### config.mk
export PLATFORM = sky130hd
export DESIGN_NAME = fifo_sample_serializer
export DESIGN_NICKNAME = d
export VERILOG_FILES = /design/src/rtl/fifo_ser_pkg.sv /design/src/rtl/fifo_ser_clkdiv.sv /design/src/rtl/fifo_sample_serializer.sv
export SDC_FILE = /design/constraint.sdc
export NUM_CORES = 1
export LEC_CHECK = 0
export CAP_MARGIN = 20
export CORE_ASPECT_RATIO = 1.2
export CORE_MARGIN = 1
export CORE_UTILIZATION = 45
export DETAILED_ROUTE_END_ITERATION = 12
export PLACE_DENSITY = 0.69
export SLEW_MARGIN = 5
export SYNTH_ARGS = -nofsm -noshare
export SYNTH_HDL_FRONTEND = slang
export SYNTH_HIERARCHICAL = 1
export SYNTH_SLANG_ARGS = --single-unit
### constraint.sdc
create_clock -name clk -period 3.35 [get_ports clk]
set_input_delay 0.8375 -clock clk [delete_from_list [all_inputs] [get_ports clk]]
set_output_delay 0.8375 -clock clk [all_outputs]
set_load 0.01 [all_outputs]
### src/rtl/fifo_ser_pkg.sv
// Shared types and helpers for the FIFO sample serializer.
package fifo_ser_pkg;

    typedef enum logic [2:0] {IDLE, REQ, LOAD, SHIFT, GAP} state_e;

    // Wide enough to hold a bit count running from 0 up to and including dw.
    function automatic int unsigned bit_cnt_w(input int unsigned dw);
        return $clog2(dw + 1);
    endfunction

endpackage

### src/rtl/fifo_ser_clkdiv.sv
// Serial clock generator: divides clk by 2*CLK_DIV while run_i is high, idles low otherwise.
module fifo_ser_clkdiv #(
    parameter int unsigned CLK_DIV = 4
) (
    input  logic clk,
    input  logic rst,
    input  logic run_i,
    output logic sclk_o,
    output logic fall_pulse_o,
    output logic rise_pulse_o
);

    localparam int unsigned DIV_W = (CLK_DIV > 1) ? $clog2(CLK_DIV) : 1;

    logic [DIV_W-1:0] div_q, div_d;
    logic             sclk_q, sclk_d;
    logic             tc;

    assign tc = run_i && (div_q == DIV_W'(CLK_DIV - 1));

    always_comb begin
        div_d  = div_q;
        sclk_d = sclk_q;
        if (!run_i) begin
            div_d  = '0;
            sclk_d = 1'b0;
        end else if (tc) begin
            div_d  = '0;
            sclk_d = ~sclk_q;
        end else begin
            div_d = div_q + 1'b1;
        end
    end

    always_ff @(posedge clk) begin
        if (rst) begin
            div_q  <= '0;
            sclk_q <= 1'b0;
        end else begin
            div_q  <= div_d;
            sclk_q <= sclk_d;
        end
    end

    // Pulses mark the clk edge at which sclk_o is about to change.
    assign fall_pulse_o = tc & sclk_q;
    assign rise_pulse_o = tc & ~sclk_q;
    assign sclk_o       = sclk_q;

endmodule

### src/rtl/fifo_sample_serializer.sv
// Pops samples from the generator FIFO and shifts them MSB-first onto a 3-wire serial DAC bus.
module fifo_sample_serializer
    import fifo_ser_pkg::*;
#(
    parameter int unsigned DATA_WIDTH = 32,
    parameter int unsigned CLK_DIV    = 4,
    parameter int unsigned GAP_CYCLES = 4,
    parameter int unsigned CNT_W      = 16
) (
    input  logic                  clk,
    input  logic                  rst,
    input  logic                  en_i,
    input  logic                  empty_i,
    input  logic [DATA_WIDTH-1:0] data_i,
    output logic                  rd_en_o,
    output logic                  cs_n_o,
    output logic                  sclk_o,
    output logic                  sdata_o,
    output logic                  busy_o,
    output logic                  underrun_o,
    output logic [CNT_W-1:0]      frames_o
);

    localparam int unsigned BCW = bit_cnt_w(DATA_WIDTH);
    localparam int unsigned GCW = (GAP_CYCLES > 1) ? $clog2(GAP_CYCLES) : 1;

    state_e                state_q, state_d;
    logic [DATA_WIDTH-1:0] shift_q, shift_d;
    logic [BCW-1:0]        bit_cnt_q, bit_cnt_d;
    logic [GCW-1:0]        gap_cnt_q, gap_cnt_d;
    logic [CNT_W-1:0]      frames_q, frames_d;
    logic                  last_q, last_d;
    logic                  rd_en_q, rd_en_d;
    logic                  cs_n_q, cs_n_d;
    logic                  sdata_q, sdata_d;
    logic                  busy_q, busy_d;
    logic                  underrun_q, underrun_d;
    logic                  armed_q, armed_d;
    logic                  settle_q, settle_d;
    logic                  sclk, fall_pulse, rise_pulse;

    fifo_ser_clkdiv #(
        .CLK_DIV(CLK_DIV)
    ) u_clkdiv (
        .clk         (clk),
        .rst         (rst),
        .run_i       (state_q == SHIFT),
        .sclk_o      (sclk),
        .fall_pulse_o(fall_pulse),
        .rise_pulse_o(rise_pulse)
    );

    always_comb begin
        state_d    = state_q;
        shift_d    = shift_q;
        bit_cnt_d  = bit_cnt_q;
        gap_cnt_d  = gap_cnt_q;
        frames_d   = frames_q;
        last_d     = last_q;
        rd_en_d    = 1'b0;
        cs_n_d     = cs_n_q;
        sdata_d    = sdata_q;
        underrun_d = underrun_q;
        armed_d    = armed_q;
        settle_d   = settle_q;

        case (state_q)
            IDLE: begin
                // One quiet IDLE cycle after GAP before a new request is considered.
                if (settle_q) begin
                    settle_d = 1'b0;
                end else if (!en_i) begin
                    armed_d = 1'b0;
                end else if (!empty_i) begin
                    state_d = REQ;
                    rd_en_d = 1'b1;
                end else if (armed_q) begin
                    underrun_d = 1'b1;
                end
            end
            REQ: begin
                state_d = LOAD;
            end
            LOAD: begin
                shift_d   = data_i;
                sdata_d   = data_i[DATA_WIDTH-1];
                cs_n_d    = 1'b0;
                bit_cnt_d = '0;
                last_d    = 1'b0;
                state_d   = SHIFT;
            end
            SHIFT: begin
                // last_q marks that the DAC has clocked in the LSB.
                if (rise_pulse && bit_cnt_q == BCW'(DATA_WIDTH - 1)) begin
                    last_d = 1'b1;
                end
                if (fall_pulse) begin
                    shift_d   = shift_q << 1;
                    sdata_d   = shift_d[DATA_WIDTH-1];
                    bit_cnt_d = bit_cnt_q + 1'b1;
                    if (last_q) begin
                        state_d   = GAP;
                        cs_n_d    = 1'b1;
                        gap_cnt_d = '0;
                        frames_d  = frames_q + 1'b1;
                        armed_d   = 1'b1;
                    end
                end
            end
            GAP: begin
                if (gap_cnt_q == GCW'(GAP_CYCLES - 1)) begin
                    state_d  = IDLE;
                    settle_d = 1'b1;
                end else begin
                    gap_cnt_d = gap_cnt_q + 1'b1;
                end
            end
            default: begin
                state_d = IDLE;
            end
        endcase

        busy_d = (state_d != IDLE);
    end

    always_ff @(posedge clk) begin
        if (rst) begin
            state_q    <= IDLE;
            shift_q    <= '0;
            bit_cnt_q  <= '0;
            gap_cnt_q  <= '0;
            frames_q   <= '0;
            last_q     <= 1'b0;
            rd_en_q    <= 1'b0;
            cs_n_q     <= 1'b1;
            sdata_q    <= 1'b0;
            busy_q     <= 1'b0;
            underrun_q <= 1'b0;
            armed_q    <= 1'b0;
            settle_q   <= 1'b0;
        end else begin
            state_q    <= state_d;
            shift_q    <= shift_d;
            bit_cnt_q  <= bit_cnt_d;
            gap_cnt_q  <= gap_cnt_d;
            frames_q   <= frames_d;
            last_q     <= last_d;
            rd_en_q    <= rd_en_d;
            cs_n_q     <= cs_n_d;
            sdata_q    <= sdata_d;
            busy_q     <= busy_d;
            underrun_q <= underrun_d;
            armed_q    <= armed_d;
            settle_q   <= settle_d;
        end
    end

    assign rd_en_o    = rd_en_q;
    assign cs_n_o     = cs_n_q;
    assign sclk_o     = sclk;
    assign sdata_o    = sdata_q;
    assign busy_o     = busy_q;
    assign underrun_o = underrun_q;
    assign frames_o   = frames_q;

endmodule

==> flow_summary_export.csv <==
group,metric,value,unit
run_status,status,"finished clean",
job,maxCapViolations,0,
min_path,hold_start,"u_clkdiv/div_q[0]",
power_and_ir_drop,net-switching-power,0.000368,W
finish,multi_input_area,1430,µm²
synthesis,async_flop_share,0,
timing,setup_viol,0,
grt,antenna_found_initial,0,
drt,drt_wl_total,6560,µm
synthesis,synth_top_area_share,0.468,
setup_path,path_class,"reg -> reg",
synthesis,synth.avg_cell_area,8.74,µm²
placed_design,routabilityCongestion,0.802,
timing,clock_skew,0.00803,ns
grt,grt_pass1_wl,11500,µm
drt,drc_errors,0,
synthesis,synth-edff-count,0,
synthesis,ys.flop_type,"dfxtp_1",
placed_design,io_buffers,57,
clock_tree,cts_hold_buf,0,
setup_path,crit_required,3.62,ns
floorplanning,die_h,90.7,µm
finish,regArea,1380,µm²
timing,fin_crit,2.59,ns
placed_design,dp_worst_setup_slack,0.790,ns
floorplanning,ios,58,
timing,worst_slack,0.755,ns
timing,final-hold-violation-count,0,
setup_path,cp.arrival,2.86,ns
clock_tree,cts.sinks,69,
power_and_ir_drop,netSwitchingFraction,0.238,
synthesis,synth.distinct_cells,46,
clock_tree,htree_levels,3,
finish,syn2layout_area_growth,25.3,%
drt,final_antenna_net_count,0,
timing,maxSlewHeadroom,0.596,
floorplanning,rows,31,
finish,utilization,0.600,
finish,drive_gt1_frac,0.0801,
clock_tree,cts_resized,0,
setup_path,r2r_cells,8,
setup_path,cp-start-kind,"flop",
floorplanning,die_w,75.9,µm
clock_tree,cts_tree,"done",
power_and_ir_drop,p_seq_frac,0.546,
finish,finalNonFillerCells,469,
floorplanning,start_util,0.479,
setup_path,reg2reg_slack,0.76,ns
timing,fmax,385,MHz
setup_path,reg2reg_from,"state_q[0]",
power_and_ir_drop,ir_drop,239,µV
floorplanning,coreArea,6170,µm²
power_and_ir_drop,p_clk_frac,0.369,
min_path,holdCritPathClass,"reg -> reg",
power_and_ir_drop,p_leak,1.23,nW
clock_tree,cts_buffers,9,
placed_design,dp_cells,454,
synthesis,synth-seq-cells,69,
finish,fillers,564,
grt,grt_max_degree,45,
timing,rsz0062_at_grt,"no",
drt,firstDrtPassIters,4,
clock_tree,clk_pin_slew,0.07,ns
setup_path,worst-path-max-fanout,12,
drt,post_drt_via_cell_ratio,5.52,
drt,vias,2588,
placed_design,hpwlAfterDp,4170,µm
finish,n_antenna_cell,0,
drt,routedWlPerCell,14.0,µm
min_path,min_path_cells,1,
synthesis,yosysWarnings,6,
power_and_ir_drop,intPower,0.00118,W
clock_tree,clock_latency,0.34,ns
drt,drtIter0Drc,175,
power_and_ir_drop,p_per_area,418,nW/µm²
grt,grt_util_all_layers,0.207,
min_path,min_to,"u_clkdiv/div_q[0]",
finish,final_nets,423,
grt,overflow,0,
grt,grt_pass1_vias,2496,
setup_path,end_kind,"flop",
setup_path,r2r-end,"frames_o[14]",
timing,finalCritPeriodShare,0.775,
synthesis,yosysSeqAreaShare,0.468,
floorplanning,dieArea,6890,µm²
power_and_ir_drop,pwr-share-comb,0.085,
synthesis,netlist_area,2950,µm²
synthesis,syn_inst,338,
timing,worstMarginPinSlew,0.605,ns
clock_tree,cts_max_path_buffers,2,
clock_tree,cts_root_buf,"clkbuf_8",
timing,final_max_slew_viol_count,0,
synthesis,synth_nets,378,
synthesis,synth_area_leader_cell,"dfxtp_1",
timing,setup_tns,0,ns
clock_tree,post_cts_buffers,0,
synthesis,synth.area.top_cells,"dfxtp_1, o221ai_1, a21oi_1",
[area by class of cell]
cell class,instances,area share
inverter,7,0.00710
sequential,69,0.373
clock inverter,2,0.00271
tap,82,0.0277
multi-input combinational,234,0.386
timing repair buffer,62,0.163
clock buffer,13,0.0402
[layout by cell type (no fill, tap or decap), drive strengths merged, types with 6 or more instances in the layout]
master,n
dfxtp,69
clkdlybuf4s50,56
nand2,43
a21oi,36
nor2,30
o221ai,27
xnor2,13
clkbuf,13
nor3,12
nand3,8
nor4,7
inv,7
nand4,6
buf,6
[synth_stat cells (2+ instances only)]
cell type and number:
a21oi_1 36, a221oi_1 2, a311oi_1 4, a41oi_1 2
buf_2 11, clkbuf_1 15, dfxtp_1 69, ha_1 4
inv_1 6, nand2_1 43, nand2b_1 3, nand3_1 7
nand4_1 5, nor2_1 30, nor2b_1 3, nor3_1 12
nor3b_1 3, nor4_1 7, nor4b_1 2, o21ai_0 2
o221ai_1 27, o31ai_1 3, or2_2 3, or3_1 2
or4_1 3, xnor2_1 13, xor2_1 2
[stage by stage]
stage	power, W	instance area (µm²)	hold slack (ns)
finish	0.00155	3700	0.442
global route	0.00162	3700	0.464
CTS	0.00157	3700	0.441
detailed placement	0.000995	3540	0.432
global placement	0.000994	3540	0.413
floorplan	0.000929	2950	0.404
[how the worst max path moves through the flow]
stage                   endpoint        from  slack, ns  depth (start not counted)
floorplan           frames_o[14]  state_q[2]       0.76                         10
global placement    frames_o[14]  state_q[0]       0.86                          8
detailed placement  frames_o[14]  state_q[0]       0.79                          8
CTS                 frames_o[14]  state_q[0]       0.75                          8
global route        frames_o[14]  state_q[0]       0.52                          8
finish              frames_o[14]  state_q[0]       0.76                          8
[critical path: stages, from the launching register on]
cell      delay [ns]
dfxtp_1         0.52
nand3b_1        0.12
buf_4           0.19
inv_2           0.06
and3_1          0.35
nand4_1         0.28
or2_2           0.36
or4_1           0.50
a21oi_1         0.15
[flip-flops by register name, indices dropped and copies added, names as in the netlist]
| name | cells |
|---|---|
| underrun_o | 1 |
| armed_q | 1 |
| shift_q | 31 |
| u_clkdiv/sclk_o | 1 |
| rd_en_o | 1 |
| state_q | 3 |
| u_clkdiv/div_q | 2 |
| bit_cnt_q | 6 |
| cs_n_o | 1 |
| last_q | 1 |
| sdata_o | 1 |
| busy_o | 1 |
| settle_q | 1 |
| gap_cnt_q | 2 |
| frames_o | 16 |
[metal layers]
metal,global-route usage,share of wire
met5,0,0
met3,0.0576,0.064
met4,0.0929,0.012
met1,0.261,0.47
met2,0.330,0.45
[power by group through the flow]
| stage | sequential (W) | combinational [W] | clock [W] |
|---|---|---|---|
| 2_1_floorplan | 0.000859 | 0.0000702 | 0 |
| 3_3_place_gp | 0.000863 | 0.000131 | 0 |
| 3_5_place_dp | 0.000863 | 0.000132 | 0 |
| 4_1_cts | 0.000844 | 0.000133 | 0.000589 |
| 5_1_grt | 0.000846 | 0.000145 | 0.000632 |
| 6_report | 0.000844 | 0.000132 | 0.000571 |
[cells by family after synthesis]
logic type | after synthesis | share of synthesized area
AND/OR/NAND/NOR | 132 | 0.223
AO/OA/AOI/OAI | 81 | 0.190
flip-flops | 69 | 0.468
buffers and inverters | 35 | 0.0504
XOR/XNOR | 15 | 0.0445
adder cells (fa/ha/maj) | 4 | 0.0169
multiplexers | 2 | 0.00720
(Power assumes the default switching activity.)
